**src/rtl/sensor_scan_ctrl.sv**
```systemverilog
// Sequencer for a 4:1 sensor mux: select, settle, sample, debounce, publish status/change.
// Optional per-channel masking is compiled in with `define SENSOR_SCAN_CH_MASK_EN.
module sensor_scan_ctrl #(
  parameter int unsigned SETTLE_CYCLES  = 4,
  parameter int unsigned DEBOUNCE_COUNT = 3
) (
  input  logic       clk,
  input  logic       rst_n,
  input  logic       enable,
  input  logic       mux_out,
`ifdef SENSOR_SCAN_CH_MASK_EN
  input  logic [3:0] ch_mask,
`endif
  output logic [1:0] mux_sel,
  output logic [3:0] status,
  output logic [3:0] change,
  output logic       scan_done,
  output logic       busy
);

  localparam int unsigned SW = $clog2(SETTLE_CYCLES + 1);
  localparam int unsigned CW = $clog2(DEBOUNCE_COUNT + 1);
  localparam logic [SW-1:0] SETTLE_LAST = SW'(SETTLE_CYCLES - 1);
  localparam logic [CW-1:0] CNT_MAX     = CW'(DEBOUNCE_COUNT);

  typedef enum logic [1:0] {IDLE, SETTLE, SAMPLE, ADVANCE} state_t;

  state_t        state;
  logic [SW-1:0] settle_cnt;
  logic [CW-1:0] cnt [4];
  logic [CW-1:0] cnt_inc_c;
  logic          masked_c;

  // Count a differing sample on the channel currently selected; never exceeds CNT_MAX.
  assign cnt_inc_c = cnt[mux_sel] + CW'(1);

`ifdef SENSOR_SCAN_CH_MASK_EN
  assign masked_c = ch_mask[mux_sel];
`else
  assign masked_c = 1'b0;
`endif

  always_ff @(posedge clk or negedge rst_n) begin
    if (!rst_n) begin
      state      <= IDLE;
      settle_cnt <= '0;
      mux_sel    <= 2'd0;
      status     <= 4'd0;
      change     <= 4'd0;
      scan_done  <= 1'b0;
      busy       <= 1'b0;
      for (int i = 0; i < 4; i++) cnt[i] <= '0;
    end else begin
      change    <= 4'd0;
      scan_done <= 1'b0;
      case (state)
        IDLE: begin
          mux_sel <= 2'd0;
          if (enable) begin
            state      <= SETTLE;
            settle_cnt <= '0;
            busy       <= 1'b1;
          end
        end
        SETTLE: begin
          if (settle_cnt == SETTLE_LAST) state <= SAMPLE;
          else                           settle_cnt <= settle_cnt + SW'(1);
        end
        SAMPLE: begin
          state     <= ADVANCE;
          scan_done <= (mux_sel == 2'd3);
          // Masked channels are forced low; a pending change is reported once.
          if (masked_c) begin
            status[mux_sel] <= 1'b0;
            cnt[mux_sel]    <= '0;
            change[mux_sel] <= status[mux_sel];
          end else if (mux_out != status[mux_sel]) begin
            if (cnt_inc_c == CNT_MAX) begin
              status[mux_sel] <= mux_out;
              change[mux_sel] <= 1'b1;
              cnt[mux_sel]    <= '0;
            end else begin
              cnt[mux_sel] <= cnt_inc_c;
            end
          end else begin
            cnt[mux_sel] <= '0;
          end
        end
        ADVANCE: begin
          if (enable) begin
            mux_sel    <= mux_sel + 2'd1;
            settle_cnt <= '0;
            state      <= SETTLE;
          end else begin
            mux_sel <= 2'd0;
            busy    <= 1'b0;
            state   <= IDLE;
            for (int i = 0; i < 4; i++) cnt[i] <= '0;
          end
        end
        default: state <= IDLE;
      endcase
    end
  end

endmodule

```
**config.mk**
```make
export PLATFORM = sky130hd
export DESIGN_NAME = sensor_scan_ctrl
export DESIGN_NICKNAME = d
export VERILOG_FILES = /design/src/rtl/sensor_scan_ctrl.sv
export SDC_FILE = /design/constraint.sdc
export NUM_CORES = 1
export LEC_CHECK = 0
export ABC_CLOCK_PERIOD_IN_PS = 3300
export BUFFER_PORTS_ARGS = -buffer_cell sky130_fd_sc_hd__buf_2
export CAP_MARGIN = 10
export CORE_MARGIN = 2
export CORE_UTILIZATION = 55
export DETAILED_ROUTE_END_ITERATION = 10
export HOLD_SLACK_MARGIN = 0.12
export PLACE_DENSITY = 0.76
export SLEW_MARGIN = 25
export SYNTH_ARGS = -nofsm -noshare
export SYNTH_HDL_FRONTEND = slang
export SYNTH_SLANG_ARGS = --single-unit
```
**constraint.sdc**
```tcl
create_clock -name clk -period 3.3 [get_ports clk]
set_clock_uncertainty 0.15 [all_clocks]
set_input_delay 0.165 -clock clk [delete_from_list [all_inputs] [get_ports clk]]
set_output_delay 0.165 -clock clk [all_outputs]
set_load 0.03 [all_outputs]
```
# Word-level counts from Yosys, hierarchy flattened
# Cells that the tools add are included.
dict set report totals {
  word_cells 76
  in_bits 4
  regBits 25
}
dict set report classes {
  n_bitwise 3
  add_sub_neg 3
  n_mux 31
  reduce_logical 12
  magnitude_cmp 4
  eq_ne 12
}
# op n
set op_table {}
lappend op_table {{two-way mux 8 bit} 3}
lappend op_table {{case mux 8 bit (2 select lines)} 1}
lappend op_table {{two-way mux 2 bit} 6}
lappend op_table {{two-way mux 4 bit} 3}
lappend op_table {{AND reduction 3 bit} 3}
lappend op_table {{bitwise AND 8 bit} 1}
lappend op_table {{bitwise mux 8 bit} 1}
lappend op_table {{== test 2 bit, second input constant} 4}
lappend op_table {{inequality test 2 bit, second input constant} 4}
lappend op_table {{inverter 8 bit} 1}
lappend op_table {{case mux 2 bit (4 select lines)} 1}
lappend op_table {{two-way mux 1 bit} 6}
lappend op_table {{two-way mux 3 bit} 2}
lappend op_table {{case mux 3 bit (2 select lines)} 1}
lappend op_table {{nonzero test 2 bit} 3}
lappend op_table {{adder 2 x 1 -> 2 bit, second input constant} 2}
lappend op_table {{binary-select mux 2 bit (select 2 bit)} 1}
lappend op_table {{bitwise mux 4 bit} 1}
lappend op_table {{demux 2 bit (select 2 bit)} 1}
lappend op_table {{case mux 2 bit (2 select lines)} 1}
lappend op_table {{AND reduction 2 bit} 2}
lappend op_table {{adder 3 x 1 -> 3 bit, second input constant} 1}
lappend op_table {{== test 3 x 2 -> 1 bit, second input constant} 1}
lappend op_table {{>= comparator 3 bit, second input constant} 1}
lappend op_table {{other kinds (13)} 14}

# Longest topological paths before layout
dict set report logic_depth {
  word_depth 10
  ltp_mapped 7
  ltp_nobuf 6
}

# Worst setup path before layout
# Ideal clock, no wire load.
dict set report synth_path {
  path_type {reg-to-reg}
  startpoint {reg mux_sel[0]}
  endpoint {reg cnt[1] in the netlist's numbering}
  synth_period_minus_slack_ps 2467
  path_slack_ps 833
  stages_incl_launch_ff 6
  t_arrival_ps 2216
  cell_sequence {dfrtp_1 buf_6 mux4_1 ha_1 or4bb_1 o32ai_1}
}
dict set report synth_via {
  elab_chain_len 10
  elab_cells_between_ends 20
}
# item line
set synth_lines {}
lappend synth_lines {{start, declared} 14} ;# output logic [1:0] mux_sel,
lappend synth_lines {{start signal, assigned} 91} ;# mux_sel <= mux_sel + 2'd1;
lappend synth_lines {{parallel branches: the longest is 8 deep, another holds adder 2 x 1 -> 2 bit} n/a}
lappend synth_lines {{two-way mux 8 bit *} 77} ;# end else if (mux_out != status[mux_sel]) begin
lappend synth_lines {{case mux 8 bit (2 select lines) *} 56} ;# case (state)
lappend synth_lines {{end signal, assigned by index} 83} ;# cnt[mux_sel] <= cnt_inc_c;
lappend synth_lines {{end, declared} 30} ;# logic [CW-1:0] cnt [4];
# Mark *: on every way between the ends. The select of a mux whose other input is x is not followed.
# A chain may end at the register's enable or synchronous reset.

# Worst setup path in the final report
dict set report layout_path {
  startpoint {reg mux_sel[0]}
  endpoint {reg cnt[4] in the netlist's numbering}
}
# Same word-level chain as after synthesis.

==> results.py <==
metrics = {
    "critical_path": {
        "cp-start-kind": "flip-flop",
        "r2r_setup_slack_ps": 810,
        "critPathArrivalTime_ps": 2570,
        "reg2regPathDepth": 5,
        "cp_max_fo": 9,
        "cp.required_ps": 3380,
        "critPathKind": "flip-flop to flip-flop",
        "r2r_end": "cnt[4]",
        "r2r_start": "mux_sel[0]",
        "end_kind": "flip-flop",
    },
    "routing": {
        "viasPerCell": 5.85,
        "dr.pass1.iters": 4,
        "detail-route-antenna-nets": 0,
        "wirelength_microns": 2710,
        "via_count": 1030,
        "wl_per_cell_microns": 15.4,
        "drc": 0,
        "drt_iter0_drc": 22,
    },
    "synthesis": {
        "yosys_warnings": 0,
        "async_flop_share_pct": 100,
        "yosysSeqAreaShare_pct": 45.5,
        "netlist_instances": 129,
        "synth_area_per_cell_sq_um": 10.7,
        "synth_cell_types": 29,
        "syn_nets": 144,
        "synth_edf_count": 0,
        "synth_area_sq_um": 1380,
        "synth_ff_type": "dfrtp_1",
        "synth-seq-cells": 25,
    },
    "placement": {
        "hpwlAfterDp_microns": 1990,
        "pre_cts_ws_ps": 829,
        "placed_area_sq_um": 1460,
        "gp_congestion": 0.814,
        "io_buffers": 15,
    },
    "pwr": {
        "p_sw_mw": 0.510,
        "clkPwrFrac_pct": 12.0,
        "power.total_mw": 1.18,
        "seqPwrFrac_pct": 37.0,
        "power.internal_mw": 0.666,
        "swShare_pct": 43.4,
        "p_per_area_nw_per_um2": 778,
        "combPwrFrac_pct": 51.0,
        "vdd_drop_max_mv": 0.470,
        "p_leak_nw": 0.682,
    },
    "global_routing": {
        "grt_pass1_vias": 956,
        "grt_max_degree": 26,
        "grt_pass1_wl_microns": 4310,
        "antenna_found_initial": 0,
        "gr-total-overflow": 0,
        "grt_usage_pct": 20.7,
    },
    "cells_and_area": {
        "finish.instance_area_sq_um": 1510,
        "area_growth_pct": 9.91,
        "final_common_cell": "dfrtp_1",
        "nNetsFinal": 162,
        "num_antenna_cells": 0,
        "drive_gt1_share_pct": 16.4,
        "fillCellCount": 203,
        "final_cell_mix": "25 x dfrtp_1, 15 x buf_2, 13 x inv_1",
    },
    "floorplanning": {
        "io_pins": 16,
        "core.rowCount": 18,
        "die_y_microns": 54.0,
        "core_region_area_sq_um": 2430,
        "dieArea_sq_um": 2920,
        "die_w_microns": 54.0,
        "initial_core_util_pct": 56.6,
    },
    "timing": {
        "tns_ps": 0,
        "min_period_ps": 2490,
        "max_freq_mhz": 401,
        "slew_headroom_pct": 58.8,
        "slew_violations": 0,
        "rsz0062_at_grt": "false",
        "worst_slack_ps": 808,
        "setup_viol": 0,
        "hold_violations": 0,
        "tightestPinTransition_ps": 615,
        "holdWs_ps": 189,
        "final.period_utilization_pct": 75.5,
    },
    "clocking": {
        "tritoncts": "built",
        "cts_resized": 0,
        "clkLatencyLatePin_ps": 320,
        "clkTransAtPathRegs_ps": 140,
        "cts_root_buffer": "clkbuf_4",
        "cts_made_buffers": 3,
        "htree_num_levels": 1,
        "cts_hold_buf": 3,
        "post_cts_buffers": 0,
        "cts.path.max_buffers": 2,
        "numClockSinks": 25,
    },
    "worst_hold_path": {
        "hp-class": "input pin to asynchronous set/reset pin",
    },
    "run": {
        "max_cap_violations": 0,
    },
    "status": {
        "outcome": "finished clean",
    },
}
-- metrics by stage --
| stage | utilization (%) | instances |
|---|---|---|
| 3_3_place_gp | 59.8 | 169 |
| 6_report | 62.2 | 176 |
| 4_1_cts | 62.2 | 176 |
| 5_1_grt | 62.2 | 176 |
| 3_5_place_dp | 59.8 | 169 |
| 2_1_floorplan | - | 129 |
-- power by group through the flow --
stage	combinational [mW]	clock (mW)	sequential, mW
floorplan	0.463	0	0.455
global placement	0.565	0	0.437
detailed placement	0.597	0	0.441
CTS	0.602	0.144	0.434
global route	0.669	0.153	0.445
finish	0.600	0.141	0.435
-- kinds of logic after synthesis --
| group | count (synthesis) | synth area share (%) |
|---|---|---|
| flops | 25 | 45.5 |
| mux | 7 | 8.27 |
| compound gates | 26 | 13.4 |
| fa+ha+maj | 11 | 10.0 |
| xor+xnor | 1 | 1.18 |
| simple gates | 41 | 15.7 |
| buf+inv | 18 | 6.00 |
-- state kept, by name, summed over array words and instances, names as in the netlist --
| name | flops |
|---|---|
| settle_cnt | 3 |
| state | 2 |
| scan_done | 1 |
| status | 4 |
| change | 4 |
| busy | 1 |
| cnt | 8 |
| mux_sel | 2 |
-- cells in the mapped netlist, drive strengths merged, types with 2 or more instances --
master  instances  area share [%]
mux2            2             1.6
o21ai           8             2.9
mux2i           2             1.5
ha             11              10
nor2            7             1.9
o311ai          4             2.5
o32ai           2             1.3
o31ai           6             3.3
clkbuf          3            0.82
buf             2             1.6
nand2b          6             2.7
nand3b          4             2.2
nand3          11             4.0
mux4            3             5.2
inv            13             3.5
nor2b           2            0.91
nand2           8             2.2
dfrtp          25              45
-- metal layers --
layer / routed length [microns] / GRT usage (%) / up-vias
met3: 107 / 3.33 / 7
met4: 61 / 10.0 / 0
met2: 1360 / 35.6 / 27
met1: 1180 / 25.0 / 503
li1: - / - / 493
met5: 0 / 0 / -
-- critical path, stage by stage (launching register included) --
cell and delay, ps:
dfrtp_1 550, mux4_1 600, ha_1 260, nor3b_1 430, nand2_1 140, o31ai_1 270
-- worst max path at each step --
| stage | startpoint | end | cells past startpoint |
|---|---|---|---|
| floorplan | mux_sel[0] | cnt[1] | 5 |
| global placement | mux_sel[0] | cnt[4] | 5 |
| detailed placement | mux_sel[0] | cnt[4] | 5 |
| CTS | mux_sel[0] | cnt[4] | 5 |
| global route | mux_sel[0] | cnt[4] | 5 |
| finish | mux_sel[0] | cnt[4] | 5 |
-- final cells by class --
type / instances / area (sq um) / share of cell area [%]
multi-input cells: 86 / 668 / 44.2
flip-flops and latches: 25 / 626 / 41.4
repair buffers: 18 / 105 / 6.95
inverters: 13 / 48.8 / 3.23
well taps: 30 / 37.5 / 2.48
clock buffers: 3 / 22.5 / 1.49
clock inverters: 1 / 5.00 / 0.331
Power figures use the tool's default switching activity.
